**config.mk**
```make
export PLATFORM = sky130hd
export DESIGN_NAME = dht11_scheduler
export DESIGN_NICKNAME = d
export VERILOG_FILES = /design/src/rtl/dht11_scheduler.sv
export SDC_FILE = /design/constraint.sdc
export NUM_CORES = 1
export LEC_CHECK = 0
export ABC_AREA = 1
export ABC_CLOCK_PERIOD_IN_PS = 3080
export BUFFER_PORTS_ARGS = -buffer_cell sky130_fd_sc_hd__buf_2
export CAP_MARGIN = 20
export CORE_ASPECT_RATIO = 1.25
export CORE_MARGIN = 10
export CORE_UTILIZATION = 35
export DETAILED_ROUTE_END_ITERATION = 16
export GPL_TIMING_DRIVEN = 0
export PLACE_DENSITY = 0.5
export SLEW_MARGIN = 20
export SYNTH_ARGS = -nofsm -noshare
export SYNTH_HDL_FRONTEND = slang
export SYNTH_SLANG_ARGS = --single-unit
```
**constraint.sdc**
```tcl
create_clock -name clk -period 3.08 [get_ports clk]
set_input_delay 0.308 -clock clk [delete_from_list [all_inputs] [get_ports clk]]
set_output_delay 0.308 -clock clk [all_outputs]
set_load 0.05 [all_outputs]
```
**src/rtl/dht11_scheduler.sv**
```systemverilog
// dht11_scheduler
//   Sequences the DHT11 single-wire reader. It issues periodic or on-demand read
//   starts, keeps the minimum gap the sensor needs between reads, retries failed
//   reads, and holds the last good humidity/temperature for downstream logic.
//
//   Build option: define DHT11_RANGE_CHECK_EN to reject implausible readings
//   (humidity > 95 or temperature > 50) as failed reads. When the macro is not
//   defined, every rd_done with rd_err=0 is accepted unchanged.
module dht11_scheduler #(
  parameter int unsigned PERIOD_CYC = 200_000_000,
  parameter int unsigned GAP_CYC    = 100_000_000,
  parameter int unsigned WDOG_CYC   = 5_000_000,
  parameter int unsigned MAX_RETRY  = 3
) (
  input  logic       clk,
  input  logic       reset_p,
  input  logic       enable,
  input  logic       req,
  output logic       rd_start,
  input  logic       rd_busy,
  input  logic       rd_done,
  input  logic       rd_err,
  input  logic [7:0] rd_humidity,
  input  logic [7:0] rd_temperature,
  output logic [7:0] humidity,
  output logic [7:0] temperature,
  output logic       valid,
  output logic       update,
  output logic       sensor_fault,
  output logic [7:0] fail_cnt
);

  // The watchdog and gap counts are never live at the same time, so they share
  // one down-counter sized for the larger of the two.
  localparam int unsigned TMR_MAX = (GAP_CYC > WDOG_CYC) ? GAP_CYC : WDOG_CYC;
  localparam int unsigned TMR_W   = $clog2(TMR_MAX + 1);
  localparam int unsigned PER_W   = $clog2(PERIOD_CYC + 1);
  localparam int unsigned RTRY_W  = $clog2(MAX_RETRY + 1);

  localparam logic [TMR_W-1:0]  WDOG_LOAD  = TMR_W'(WDOG_CYC - 1);
  localparam logic [TMR_W-1:0]  GAP_LOAD   = TMR_W'(GAP_CYC - 1);
  localparam logic [PER_W-1:0]  PER_LAST   = PER_W'(PERIOD_CYC - 1);
  localparam logic [RTRY_W-1:0] RTRY_LAST  = RTRY_W'(MAX_RETRY - 1);

  localparam logic [1:0] ST_IDLE  = 2'd0;
  localparam logic [1:0] ST_START = 2'd1;
  localparam logic [1:0] ST_WAIT  = 2'd2;
  localparam logic [1:0] ST_GAP   = 2'd3;

  logic [1:0]        state_q, state_d;
  logic [PER_W-1:0]  per_q, per_d;
  logic              pend_q, pend_d;
  logic [TMR_W-1:0]  tmr_q, tmr_d;
  logic [RTRY_W-1:0] retry_q, retry_d;
  logic [7:0]        hum_q, hum_d;
  logic [7:0]        temp_q, temp_d;
  logic              valid_q, valid_d;
  logic              update_q, update_d;
  logic              fault_q, fault_d;
  logic [7:0]        fail_q, fail_d;
  logic              start_q, start_d;

  logic in_range;
  logic read_ok;
  logic period_tick;
  logic fail_evt;

`ifdef DHT11_RANGE_CHECK_EN
  // Readings outside the DHT11's rated range are treated like a bad checksum.
  assign in_range = (rd_humidity <= 8'd95) && (rd_temperature <= 8'd50);
`else
  assign in_range = 1'b1;
`endif

  assign read_ok     = rd_done && !rd_err && in_range;
  assign period_tick = enable && (per_q == PER_LAST);
  // A read fails on a rejected rd_done, or on watchdog expiry when no rd_done
  // arrives in that same cycle (rd_done wins a tie).
  assign fail_evt    = (state_q == ST_WAIT) &&
                       ((rd_done && !read_ok) || (!rd_done && (tmr_q == '0)));

  // Next-state logic: period timer, pending flag, read sequencer and result hold.
  always_comb begin
    // NOTE: every next-state value gets a default first, so no path through the
    // case statement can leave a latch behind.
    state_d  = state_q;
    per_d    = per_q;
    pend_d   = pend_q | req | period_tick;
    tmr_d    = tmr_q;
    retry_d  = retry_q;
    hum_d    = hum_q;
    temp_d   = temp_q;
    valid_d  = valid_q;
    fault_d  = fault_q;
    fail_d   = fail_q;
    start_d  = 1'b0;
    update_d = 1'b0;

    if (!enable || period_tick) begin
      per_d = '0;
    end else begin
      per_d = per_q + PER_W'(1);
    end

    case (state_q)
      ST_IDLE: begin
        if (pend_q) begin
          state_d = ST_START;
          // A request arriving in the consuming cycle is kept for later.
          pend_d  = req | period_tick;
        end
      end
      ST_START: begin
        if (!rd_busy) begin
          start_d = 1'b1;
          tmr_d   = WDOG_LOAD;
          state_d = ST_WAIT;
        end
      end
      ST_WAIT: begin
        if (rd_done || (tmr_q == '0)) begin
          tmr_d   = GAP_LOAD;
          state_d = ST_GAP;
          if (read_ok) begin
            hum_d    = rd_humidity;
            temp_d   = rd_temperature;
            update_d = 1'b1;
            valid_d  = 1'b1;
            retry_d  = '0;
            fault_d  = 1'b0;
          end
        end else begin
          tmr_d = tmr_q - TMR_W'(1);
        end
      end
      default: begin  // ST_GAP
        if (tmr_q == '0) begin
          if ((retry_q != '0) && enable) begin
            state_d = ST_START;
          end else begin
            state_d = ST_IDLE;
            retry_d = '0;  // a retry left pending when enable dropped is cancelled
          end
        end else begin
          tmr_d = tmr_q - TMR_W'(1);
        end
      end
    endcase

    if (fail_evt) begin
      if (fail_q != 8'hFF) begin
        fail_d = fail_q + 8'd1;
      end
      if (retry_q == RTRY_LAST) begin
        fault_d = 1'b1;
        retry_d = '0;
      end else begin
        retry_d = retry_q + RTRY_W'(1);
      end
    end
  end

  // State register with synchronous active-high reset.
  always_ff @(posedge clk) begin
    if (reset_p) begin
      state_q  <= ST_IDLE;
      per_q    <= '0;
      pend_q   <= 1'b0;
      tmr_q    <= '0;
      retry_q  <= '0;
      hum_q    <= '0;
      temp_q   <= '0;
      valid_q  <= 1'b0;
      update_q <= 1'b0;
      fault_q  <= 1'b0;
      fail_q   <= '0;
      start_q  <= 1'b0;
    end else begin
      // NOTE: non-blocking assignments make every register sample the values
      // from before this edge, independent of statement order.
      state_q  <= state_d;
      per_q    <= per_d;
      pend_q   <= pend_d;
      tmr_q    <= tmr_d;
      retry_q  <= retry_d;
      hum_q    <= hum_d;
      temp_q   <= temp_d;
      valid_q  <= valid_d;
      update_q <= update_d;
      fault_q  <= fault_d;
      fail_q   <= fail_d;
      start_q  <= start_d;
    end
  end

  assign rd_start     = start_q;
  assign humidity     = hum_q;
  assign temperature  = temp_q;
  assign valid        = valid_q;
  assign update       = update_q;
  assign sensor_fault = fault_q;
  assign fail_cnt     = fail_q;

endmodule

```
==> results of run 1 <==
==> metal layers <==
metal | track usage (%) | vias up | wire length, um
met2 | 28.2 | 77 | 7630
met3 | 2.50 | 29 | 431
met1 | 15.0 | 2103 | 5370
met5 | 0 | - | 0
met4 | 6.71 | 0 | 405
li1 | - | 2337 | -
==> sequential cells by signal (all words and copies together) (netlist names) <==
name,count
rd_start,1
valid,1
fail_cnt,8
update,1
temperature,8
retry_q,2
per_q,28
tmr_q,27
humidity,8
sensor_fault,1
pend_q,1
state_q,2
==> Yosys cell counts (all sizes together) <==
cell / number / area share (%)
nand3: 68 / 7.5
o211ai: 2 / 0.31
or3: 1 / 0.13
nor3: 18 / 2.2
nand4: 12 / 1.7
a21boi: 1 / 0.16
ha: 8 / 2.1
o21ai: 25 / 2.6
nand2: 160 / 14
dfxtp: 88 / 37
clkinv: 1 / 0.079
nor3b: 3 / 0.47
a21oi: 68 / 8.0
a211oi: 1 / 0.16
nor4: 5 / 0.66
xnor2: 11 / 2.0
nor2: 97 / 8.9
clkbuf: 7 / 0.55
xor2: 23 / 4.2
inv: 62 / 4.9
buf: 10 / 1.6
or2: 8 / 1.0
nand3b: 1 / 0.16
==> through the flow <==
stage	total power [mW]	worst slack (ns)	instances	utilization, %
3_5_place_dp	4.80	0.798	901	39.4
5_1_grt	6.48	0.544	917	41.7
3_3_place_gp	4.81	0.820	901	39.4
2_1_floorplan	4.07	1.01	680	-
4_1_cts	5.98	0.769	917	41.7
6_report	5.95	0.765	917	41.7
==> critical path, stage by stage, from the launching register on <==
cell and delay, ns:
dfxtp_1 0.38, inv_1 0.13, ha_1 0.26, nand2_1 0.10, inv_1 0.06, a21oi_2 0.32, inv_1 0.07, a21oi_1 0.26
buf_2 0.27, nand3_1 0.15, a21oi_1 0.15, nor2_1 0.05
==> area by class of cell <==
cell class                      instances  area [um2]  share of cell area (%)
Multi-Input combinational cell        512        2670                    48.2
Buffer                                 17         103                    1.85
Clock inverter                          6        68.8                    1.24
Sequential cell                        88        1760                    31.8
Clock buffer                           10         239                    4.31
Inverter                               63         236                    4.26
Timing Repair Buffer                   50         250                    4.51
Tap cell                              171         214                    3.86
==> kinds of logic after synthesis <==
group,Yosys count
DFF,88
and+or+nand+nor,373
adders and majority gates,8
AOI/OAI and AO/OA,97
buffers and inverters,80
xor gates and xnor gates,34
==> power groups by stage <==
stage          Combinational, mW  Clock [mW]  Sequential [mW]
2_1_floorplan               2.52           0             1.55
3_3_place_gp                3.26           0             1.55
3_5_place_dp                3.25           0             1.55
4_1_cts                     3.27        1.17             1.53
5_1_grt                     3.69        1.23             1.56
6_report                    3.28        1.14             1.53
==> worst max-delay path by stage <==
stage | start | endpoint | slack [ns] | cells after the start
4_1_cts | state_q[1] | tmr_q[14] | 0.77 | 11
2_1_floorplan | fail_cnt[0] | fail_cnt[0] | 1.01 | 7
6_report | state_q[1] | tmr_q[14] | 0.76 | 11
3_3_place_gp | state_q[1] | tmr_q[14] | 0.82 | 11
3_5_place_dp | state_q[1] | tmr_q[14] | 0.80 | 11
5_1_grt | state_q[1] | tmr_q[14] | 0.54 | 11
==> cells in the final DEF (no fill, tap or decap), drive strengths merged <==
cell	count
nor3b	3
o21ai	25
xnor2	11
bufinv	1
ha	8
nor3	18
nor4	5
xor2	23
nor2	97
or3	1
a211oi	1
nand3b	1
nand4	12
nand3	68
clkinv	5
clkbuf	17
a21boi	1
clkinvlp	1
or2	8
buf	60
inv	62
dfxtp	88
nand2	160
a21oi	68
o211ai	2
==> run summary, run 1 <==
The mean area per synthesized cell is about 7 um2. For this run, design rule violations remaining after detail routing come to 0. The number of global-route vias before repair was roughly 4.5k. The number of buffers added on ports came out at 50.

The final critical path takes up between 70% and 80% of the cycle. The number of diodes added for antenna fixing is 0. The first-pass GRT wire length is between 20 and 25 mm. The worst reg2reg path endpoint is tmr_q[14]. The worst hold path depth came out at 2.

The number of sinks driven by the clock tree is 88. The final-report max-slew violation count is 0. The die width came out at around 120 um.

The leakage power total came out at approximately 2.3 nW. The die covers 0.0187 mm2. The data required time at the worst endpoint is approximately 3.3 ns. The run finished with clean final reports. The wire length reported by the detailed router is 13.8 mm. The mapped cell area came out at between 0.004 and 0.005 mm2. The arrival time at the worst endpoint is between 2 and 3 ns. The count of cells along the worst register-to-register path is 11. The area fraction in and, or, nand and nor cells after synthesis came out at 36.4%. Across the VDD grid, the largest voltage drop is between 0.0005 and 0.0006 V. The pre-antenna-repair detailed-routing pass consisted of 4 iterations. The total number of placement rows is 47. The achievable frequency is 432 MHz. The number of distinct standard cells referenced by the synthesized netlist came out at 39. The hold-critical path endpoint is rd_start. The sequential element share of the synthesized area is a little under two fifths. The number of antenna violations at the first check in global routing came out at 0. The clock tree skew after final layout came out at ~0.0093 ns. The share of total power dissipated in combinational logic is 55.1%. The worst setup path is of the register to register kind. The net count after synthesis came out at 711.

The adder-cell area share of the yosys netlist is 2.10%. The worst hold slack after final layout came out at roughly 0.16 ns. The initial utilization of the core area, before any placement, comes to a little over a third. The number of endpoints with negative hold slack in the final report came to 0.

The cell sitting at the root of the clock tree is a clkbuf_16. The worst hold path belongs to the class input pin to register. The detailed router finished its first iteration with around 210 violations. In this run, flip-flops and latches consume between 20% and 30% of the power. Setup repair after global routing left no endpoint under its margin. The detail route stage leaves a number of antenna-violating nets equal to 0.

The share of layout cells above drive strength 1 is between 15 and 20%. The combined global-route utilization of all metal layers came out at approximately 15%. The slew of the pin with the lowest slew margin is ~0.76 ns. The worst-case register-to-register setup slack is between 0.7 and 0.8 ns. The worst setup path is launched from a register. The number of buffers added for setup after CTS came out at 0. In this run the critical register-to-register path is launched from state_q[1]. After Yosys synthesis, XOR and XNOR cells account for 6.24% of the synthesized area. The clock latency reported for the late side of the worst-skew pair came out at around 0.35 ns. The post-route standard cell area excluding fillers came out at around 0.0055 mm2. The clock network fraction of total power came out at a little under a fifth.

The highest fanout seen on the critical path came out at 10. The CTS H-tree depth is 3. Synthesis handed over a netlist of 680 instances. Post-CTS repair changed the size of 0 cells. The worst setup path is captured at a register.

In this run the cell area measured after placement is 0.00524 mm2. The net load switching power came out at between 2 and 3 mW. The clock transition at the register clock pins on the worst setup and hold paths after CTS is roughly 0.07 ns. TritonCTS created 9 clock buffers.

The remaining max-slew budget at the tightest pin came out at 49.4%. The switching share of power came out at 47.7%. The count of hold buffers inserted by post-cts repair is 0. The post-synthesis sequential element count came out at 88. The Yosys warning count came out at 0. The share of the synthesized area in compound gates (AO/OA/AOI/OAI) came out at between 10% and 20%. The wire-length estimate of the detail-placed layout is approximately 11 mm. By area, the combinational part of the netlist is dominated by simple AND/OR/NAND/NOR gates. In the final timing run, aggregate negative setup slack is 0 ns. TritonCTS built the clock tree. Of the post-synthesis cell area, the part taken by muxes is 0%.

The global placer's final weighted congestion is around 0.90. The residual overflow from global routing is 0. In this run the vertical extent of the chip is ~150 um.

The longest clock path from root to sink contains 2 buffers. Setup violations remaining at the end of the flow were counted as 0. The final route contains between 4k and 5k vias. The pin count of the biggest net entering global routing came out at 16. The area of the core came out at 0.0133 mm2. The number of top-level pins is 51. The internal power came out at 3.12 mW. Compared with the post-synthesis result, the final layout area differs by 16.2%. The number of maximum-capacitance constraint violations came out at 0. Dividing the detail-routed wire length by the instance count gives between 15 and 20 um.

The number of vias per cell is 4.96. The final critical path time including I/O delays and setup came out at 2.32 ns. In this run the most critical hold path is launched from rd_busy.

The number of filler instances in the final layout is approximately 1.4k. The areal power density over the cells came out at 1070 mW/mm2. The number of nets in the final layout is around 770.
(Power assumes the default switching activity.)
==> inputs of run 2 (changes only) <==
--- a/config.mk
+++ b/config.mk
@@ -5,8 +5,8 @@
 export SDC_FILE = /design/constraint.sdc
 export NUM_CORES = 1
 export LEC_CHECK = 0
-export ABC_AREA = 1
-export ABC_CLOCK_PERIOD_IN_PS = 3080
+export ABC_AREA = 0
+export ABC_CLOCK_PERIOD_IN_PS = 2200
 export BUFFER_PORTS_ARGS = -buffer_cell sky130_fd_sc_hd__buf_2
 export CAP_MARGIN = 20
 export CORE_ASPECT_RATIO = 1.25
==> constraint.sdc (replaced) <==
create_clock -name clk -period 2.2 [get_ports clk]
set_input_delay 0.22 -clock clk [delete_from_list [all_inputs] [get_ports clk]]
set_output_delay 0.22 -clock clk [all_outputs]
set_load 0.05 [all_outputs]
==> run summary, run 2 <==
The global placer's final weighted congestion is 0.892 (was 0.903). The area added between synthesis and finish was 28.5% (was 16.2%). The maximum single-stage delay on the critical path came out at 0.38 ns (about the same). The clock transition at the register clock pins on the worst setup and hold paths after CTS is 0.07 ns (about the same). The area fraction in and, or, nand and nor cells after synthesis is 27.9% (was 36.4%). The number of buffers on the longest clock path came out at 2 (unchanged). The highest fanout seen on the critical path came out at 10 (unchanged). The remaining antenna violation count after routing came out at 0 (unchanged). The remaining max-slew budget at the tightest pin came out at 46.8% (was 49.4%).

The main combinational cell family by area after synthesis is simple AND/OR/NAND/NOR gates (unchanged). The flip-flop count of the largest register after layout came to 28 (unchanged). The share of the cycle needed by the critical path after routing is 99.0% (was 75.2%). The residual overflow from global routing was 0 (unchanged). The number of filler instances in the final layout came out at 1255 (was 1435). The post-synthesis sequential element count came out at 88 (unchanged).

The part of the total power dissipated in combinational logic came out at 59.4% (was 55.1%). The internal power came out at 5.00 mW (was 3.12 mW). The master of the slowest instance on the critical path is dfxtp_4 (was dfxtp_1). The launching element type of the critical path is a register (unchanged). The pin count of the biggest net entering global routing came out at 17 (was 16). The mean area per synthesized cell came out at 8.05 um2 (was 7.02 um2). The Yosys warning count is 0 (unchanged). The total number of placement rows came out at 45 (was 47). The worst ir drop on vdd came out at 0.000616 V (was 0.000593 V). The areal power density over the cells came to 1640 mW/mm2 (was 1070 mW/mm2). The xor and xnor fraction of the mapped netlist area is 6.42% (was 6.24%).

RSZ-0062 raised after global routing: yes (was no). The count of hold buffers inserted by post-cts repair is 0 (unchanged). The number of cells on the critical path came out at 7 (was 11).

The combined buffer and inverter count along the critical path is 2 (was 4). The wire length reported by the detailed router is 13.5 mm (was 13.8 mm). Most common library cells after synthesis: dfxtp_1, nor2_1, nand2_1, a21oi_1, nand3_1 (was nand2_1, dfxtp_1, nor2_1, nand3_1, inv_1). The register containing the most flip-flops in the final layout is per_q (unchanged). The DRC marker count from the first detailed-route iteration is 320 (was 213). Top Registers: per_q (28), tmr_q (27) (unchanged). The switching share of power is 45.8% (was 47.7%).

The data required time at the worst endpoint came out at 2.46 ns (was 3.31 ns). The element type at the critical path end is a register (unchanged). The number of distinct standard cells referenced by the synthesized netlist is 66 (was 39).

The share of the synthesized area in compound gates (AO/OA/AOI/OAI) came to 18.3% (was 11.2%). The sequential share of power was 24.2% (was 25.8%). The achievable frequency is 459 MHz (was 432 MHz). The count of cells along the worst register-to-register path is 7 (was 11). The arrival time at the worst endpoint is 2.44 ns (was 2.55 ns).

The detailed-route wire length per cell is 17.0 um (was 15.1 um). The most common cell in the netlist is dfxtp_1 (was nand2_1). The TritonCTS clock tree is done (unchanged). The die area came out at 0.0174 mm2 (was 0.0187 mm2).

The worst setup path category is register to register (unchanged). The clock tree skew after final layout was 0.00866 ns (was 0.00932 ns). The share of Yosys cell area claimed by the top area cell type came out at 40.4% (was 36.9%). The number of remaining DRC errors was 0 (unchanged). The worst hold path depth is 2 (unchanged).

The floorplan die height is 145 um (was 151 um). The largest delay contributor family on the critical path is simple AND/OR/NAND/NOR gates (was compound AO/OA/AOI/OAI gates). The slew of the pin with the lowest slew margin is 0.798 ns (was 0.759 ns). The mapped cell area is 0.00437 mm2 (was 0.00477 mm2). Cell types occupying the most area after synthesis: dfxtp_1, nor2_1, nand2_1 (was dfxtp_1, nand2_1, nand3_1).

Result of the run: completed (unchanged). The clock latency reported for the late side of the worst-skew pair came out at 0.35 ns (about the same). The die width came to 120 um (was 124 um).

The starting utilization of the core area is 35.9% (about the same). The type of the worst min-delay path is input pin to register (unchanged). The leakage power total is 2.09 nW (was 2.28 nW). The overall power after layout came out at 9.21 mW (was 5.95 mW). The number of endpoints with negative hold slack in the final report is 0 (unchanged).

The number of vias per cell came out at 5.45 (was 4.96). The count of flip-flops with a built-in enable after synthesis is 0 (unchanged). The prevailing post-synth register cell is dfxtp_1 (unchanged). The sum of net half-perimeters after detailed placement is 9.32 mm (was 10.9 mm).

The net load switching power is 4.22 mW (was 2.84 mW). The most common library cell in the layout ignoring fill and taps is dfxtp_1 (was nand2_1). The most area-hungry cell type in the Yosys netlist was dfxtp_1 (unchanged). The net count after synthesis came to 573 (was 711).

The adder-cell area share of the yosys netlist is 2.29% (was 2.10%). The number of diodes added for antenna fixing is 0 (unchanged). The via count is 4331 (was 4546). The number of top-level pins is 51 (unchanged). The number of buffers added on ports came out at 50 (unchanged). The proportion of synthesized area in mux cells came out at 0.229% (was 0%). The first-pass GRT wire length is 21.1 mm (was 22.4 mm). The number of sinks driven by the clock tree came to 88 (unchanged). The master cell of the clock root buffer is clkbuf_16 (unchanged). The fraction of the core area covered by cells at the end of the flow is 46.1% (was 41.7%). The CTS buffer count was 9 (unchanged). The number of maximum-capacitance constraint violations was 0 (unchanged). The number of nets in the final layout is 656 (was 772). The final setup violation count was 0 (unchanged). The area of the core came out at 0.0122 mm2 (was 0.0133 mm2).

The CTS H-tree depth came out at 3 (unchanged). The share of synthesized flip-flops with an asynchronous set or reset came to 0% (unchanged). The final critical path time including I/O delays and setup is 2.18 ns (was 2.32 ns). The final-report max-slew violation count came out at 0 (unchanged). The number of global-route vias before repair was 4167 (was 4473). The number of antenna violations at the first check in global routing came out at 0 (unchanged). The combined global-route utilization of all metal layers came out at 15.0% (was 14.6%).

The clock network fraction of total power is 16.4% (was 19.2%). Commonest cells after routing, fill and taps aside: dfxtp_1, nor2_1, nand2_1 (was nand2_1, dfxtp_1, nor2_1). The footprint of the multi-input gates is 0.00268 mm2 (was 0.00267 mm2).

The share of layout cells above drive strength 1 is 25.6% (was 16.9%). The count of TritonRoute iterations in the first routing pass is 5 (was 4). Cell Chain, Critical Path: nor4_4, nand4_1, nor3_4, buf_4, a21oi_4, clkbuf_4, a221oi_1 (was inv_1, ha_1, nand2_1, inv_1, a21oi_2, inv_1, a21oi_1, buf_2, nand3_1, a21oi_1, nor2_1). The cell count after synthesis came to 542 (was 680). The sequential element share of the synthesized area came out at 40.4% (was 36.9%). The combined flip-flop and latch cell area is 0.00177 mm2 (was 0.00176 mm2).
==> run 2: cell count changes after synthesis, sizes merged, moves of 7 or more <==
cell    before  now
nand2      160   64
nand3       68   25
inv         62   22
a21oi       68   40
nor2        97   74
clkbuf       7   18
nor4         5   16
xor2        23   15
and3         0    7
==> run 2: power groups by stage <==
| stage | clock [mW] | sequential (mW) | combinational, mW |
|---|---|---|---|
| final | 1.51 | 2.23 | 5.48 |
| after global placement | 0 | 2.17 | 3.99 |
| after detailed placement | 0 | 2.17 | 4.02 |
| after CTS | 1.54 | 2.20 | 4.59 |
| after floorplan | 0 | 2.16 | 3.02 |
| after global routing | 1.61 | 2.26 | 5.88 |
==> run 2: cell families (layout without fill, tap and decap cells) <==
logic type,count (synthesis),in the layout
xor+xnor,32,32
fa+ha+maj,8,8
buf+inv,47,135
simple gates,244,244
flops,88,88
compound gates,122,122
mux,1,1
==> run 2: worst paths after layout <==
kind | from | slack (ns) | to
hold / removal | rd_busy | 0.08 | rd_start
hold reg to reg | temperature[0] | 0.45 | temperature[0]
setup / recovery | tmr_q[5] | 0.02 | tmr_q[15]
setup reg to reg | tmr_q[5] | 0.02 | tmr_q[15]
==> run 2: timing repair <==
item,4_1_cts,5_1_grt
endpoints found under the setup margin,62,72
pin swaps,3,24
buffers inserted,8,13
resized for setup,30,62
gates cloned,0,3
==> run 2: final cells by class <==
class | instances | area share [%]
timing repair buffer | 74 | 7.69
buffer | 23 | 2.72
clock buffer | 10 | 4.26
tap | 164 | 3.66
sequential | 88 | 31.5
multi-input combinational | 407 | 47.8
inverter | 22 | 1.47
clock inverter | 6 | 0.870
==> run 2: per-layer routing <==
metal | share of wire, % | GRT usage [%]
met5 | 0 | 0
met4 | 2.4 | 6.74
met3 | 6.2 | 4.07
met2 | 49 | 25.3
met1 | 43 | 17.5
==> run 2: worst reg2reg max path: cells and delay by family, from the launching register on <==
kind	cells	cell delay [ns]
compound gates	2	0.36
buf+inv	2	0.43
flops	1	0.38
simple gates	3	0.92
==> run 2: through the flow <==
| stage | setup TNS, ns | hold slack (ns) | std cells | setup slack (ns) | area [um2] |
|---|---|---|---|---|---|
| global route | -1.25 | 0.0853 | 794 | -0.125 | 5610 |
| floorplan | 0 | 0.297 | 542 | 0.0462 | 4370 |
| detailed placement | -12.81 | 0.440 | 756 | -0.369 | 4820 |
| finish | 0 | 0.0843 | 794 | 0.0227 | 5610 |
| global placement | -12.03 | 0.441 | 756 | -0.377 | 4820 |
| CTS | 0 | 0.0811 | 780 | 0.00508 | 5300 |
==> inputs of run 3 (changes only) <==
--- a/config.mk
+++ b/config.mk
@@ -14,6 +14,7 @@
 export CORE_UTILIZATION = 35
 export DETAILED_ROUTE_END_ITERATION = 16
 export GPL_TIMING_DRIVEN = 0
+export HOLD_SLACK_MARGIN = 0.12
 export PLACE_DENSITY = 0.5
 export SLEW_MARGIN = 20
 export SYNTH_ARGS = -nofsm -noshare
==> run summary, run 3 (synthesis gave the netlist of run 2 again) <==
The flip-flop count of the largest register after layout came to 28 (unchanged). The slew of the pin with the lowest slew margin came to 0.947 ns (was 0.798 ns). The areal power density over the cells was 1600 mW/mm2 (was 1640 mW/mm2). The first-pass GRT wire length is 21.3 mm (was 21.1 mm). The overall power after layout came out at 9.25 mW (was 9.21 mW). The CTS H-tree depth is 3 (unchanged). The pin count of the biggest net entering global routing is 17 (unchanged). The highest fanout seen on the critical path came out at 6 (was 10). The via count was 4386 (was 4331).

The number of top-level pins came out at 51 (unchanged). The type of the worst min-delay path is input pin to register (unchanged). The starting utilization of the core area came out at 35.9% (unchanged). The number of remaining DRC errors is 0 (unchanged). The die width is 120 um (unchanged). The total negative slack for setup checks came out at 0 ns (unchanged). The master cell of the clock root buffer is clkbuf_16 (unchanged).

The final critical path time including I/O delays and setup was 2.19 ns (was 2.18 ns). The final-report max-slew violation count came to 0 (unchanged). The final non-filler cell total came to 811 (was 794). Commonest cells after routing, fill and taps aside: dfxtp_1, nor2_1, nand2_1 (unchanged). The data required time at the worst endpoint was 2.49 ns (was 2.46 ns). The clock transition at the register clock pins on the worst setup and hold paths after CTS is 0.07 ns (about the same). RSZ-0062 raised after global routing: yes (unchanged). The element type at the critical path end is a register (unchanged). The number of diodes added for antenna fixing is 0 (unchanged). The number of maximum-capacitance constraint violations came out at 0 (unchanged). The remaining max-slew budget at the tightest pin came out at 36.9% (was 46.8%).

The most common library cell in the layout ignoring fill and taps is dfxtp_1 (unchanged). The number of global-route vias before repair is 4225 (was 4167). The total number of placement rows came to 45 (unchanged). The DRC marker count from the first detailed-route iteration came out at 304 (was 320). The clock latency reported for the late side of the worst-skew pair came out at 0.35 ns (about the same).

The residual overflow from global routing came to 0 (unchanged). The setup slack of the critical path after layout is 0.00717 ns (was 0.0227 ns). The global placer's final weighted congestion came to 0.892 (unchanged). The combined global-route utilization of all metal layers came to 15.1% (was 15.0%). The count of TritonRoute iterations in the first routing pass came out at 6 (was 5). Top Registers: per_q (28), tmr_q (27) (unchanged).

The post-placement cell count is 756 (unchanged). The number of buffers on the longest clock path came to 2 (unchanged). The number of endpoints with negative hold slack in the final report came out at 0 (unchanged). Cell Chain, Critical Path: nor4_4, nand4_1, o31a_1, nor2b_4, buf_2, buf_4, o221a_2 (was nor4_4, nand4_1, nor3_4, buf_4, a21oi_4, clkbuf_4, a221oi_1). The floorplan die height was 145 um (unchanged). The clock tree skew after final layout is 0.00837 ns (was 0.00866 ns). The number of buffers added on ports came to 50 (unchanged).

The final setup violation count came out at 0 (unchanged). The sum of net half-perimeters after detailed placement came out at 9.32 mm (unchanged). The post-placement worst setup slack came to -0.369 ns (unchanged). The register containing the most flip-flops in the final layout is per_q (unchanged). The area added between synthesis and finish was 32.4% (was 28.5%). The wire length reported by the detailed router is 13.7 mm (was 13.5 mm). The worst ir drop on vdd is 0.000621 V (was 0.000616 V). The remaining antenna violation count after routing was 0 (unchanged).

The worst setup path category is register to register (unchanged). Result of the run: completed (unchanged). The die area came out at 0.0174 mm2 (unchanged). The share of the cycle needed by the critical path after routing came out at 99.7% (was 99.0%).

The number of sinks driven by the clock tree was 88 (unchanged). The TritonCTS clock tree is done (unchanged). The number of antenna violations at the first check in global routing came to 0 (unchanged).

The CTS buffer count is 9 (unchanged). The achievable frequency is 456 MHz (was 459 MHz). The detailed-route wire length per cell is 16.8 um (was 17.0 um).

The fraction of the core area covered by cells at the end of the flow came out at 47.5% (was 46.1%). The area of the core came out at 0.0122 mm2 (unchanged). The maximum single-stage delay on the critical path is 0.39 ns (was 0.38 ns).

The master of the slowest instance on the critical path is o31a_1 (was dfxtp_4). The launching element type of the critical path is a register (unchanged). The arrival time at the worst endpoint came to 2.48 ns (was 2.44 ns). The number of nets in the final layout is 673 (was 656).

The number of vias per cell came out at 5.41 (was 5.45). The leakage power total is 2.17 nW (was 2.09 nW). The share of layout cells above drive strength 1 is 24.3% (was 25.6%).
## run 3: worst paths after layout
kind                            depth (start not counted)  slack (ns)           start             end
worst min-delay path                                    2        0.19          enable        per_q[8]
worst min register to register                          2        0.45  temperature[0]  temperature[0]
worst max register to register                          7       0.007        tmr_q[5]       tmr_q[26]
worst max-delay path                                    7       0.007        tmr_q[5]       tmr_q[26]
## run 3: final cells by class
class	instances	area, um2
multi-input cells	407	2680
clock inverters	6	48.8
clock buffers	10	239
inverters	22	82.6
plain buffers	23	156
well taps	164	205
fillers	1225	6380
repair buffers	91	606
flip-flops and latches	88	1770
## run 3: timing repair
action,4_1_cts,5_1_grt
endpoints found under the setup margin,62,72
setup buffers,8,12
gates cloned,0,3
hold buffers,18,0
gates resized for setup,30,62
endpoints found under the hold margin,18,0
pin swaps,3,23
## run 3: routing by layer
layer / global-route usage, % / share of wire, %
met4: 6.74 / 2.3
met2: 25.7 / 49
met5: 0 / 0
met3: 4.03 / 6.2
met1: 17.4 / 43
## run 3: where the power goes
part | internal, mW | switching (mW) | total, mW
registers | 1.85 | 0.382 | 2.23
clock network | 0.811 | 0.692 | 1.50
logic | 2.34 | 3.18 | 5.52
## run 3: per-stage QoR
step                      cell area, um2  hold slack (ns)
after floorplan                     4370            0.297
after global placement              4820            0.441
after detailed placement            4820            0.440
after CTS                           5480            0.190
after global routing                5780            0.210
final                               5780            0.194
## run 3: worst max-delay path, delay by kind of cell (launching register included)
kind,cells,cell delay [ns]
and+or+nand+nor,3,0.85
AOI/OAI and AO/OA,2,0.56
DFF,1,0.38
buffers and inverters,2,0.35
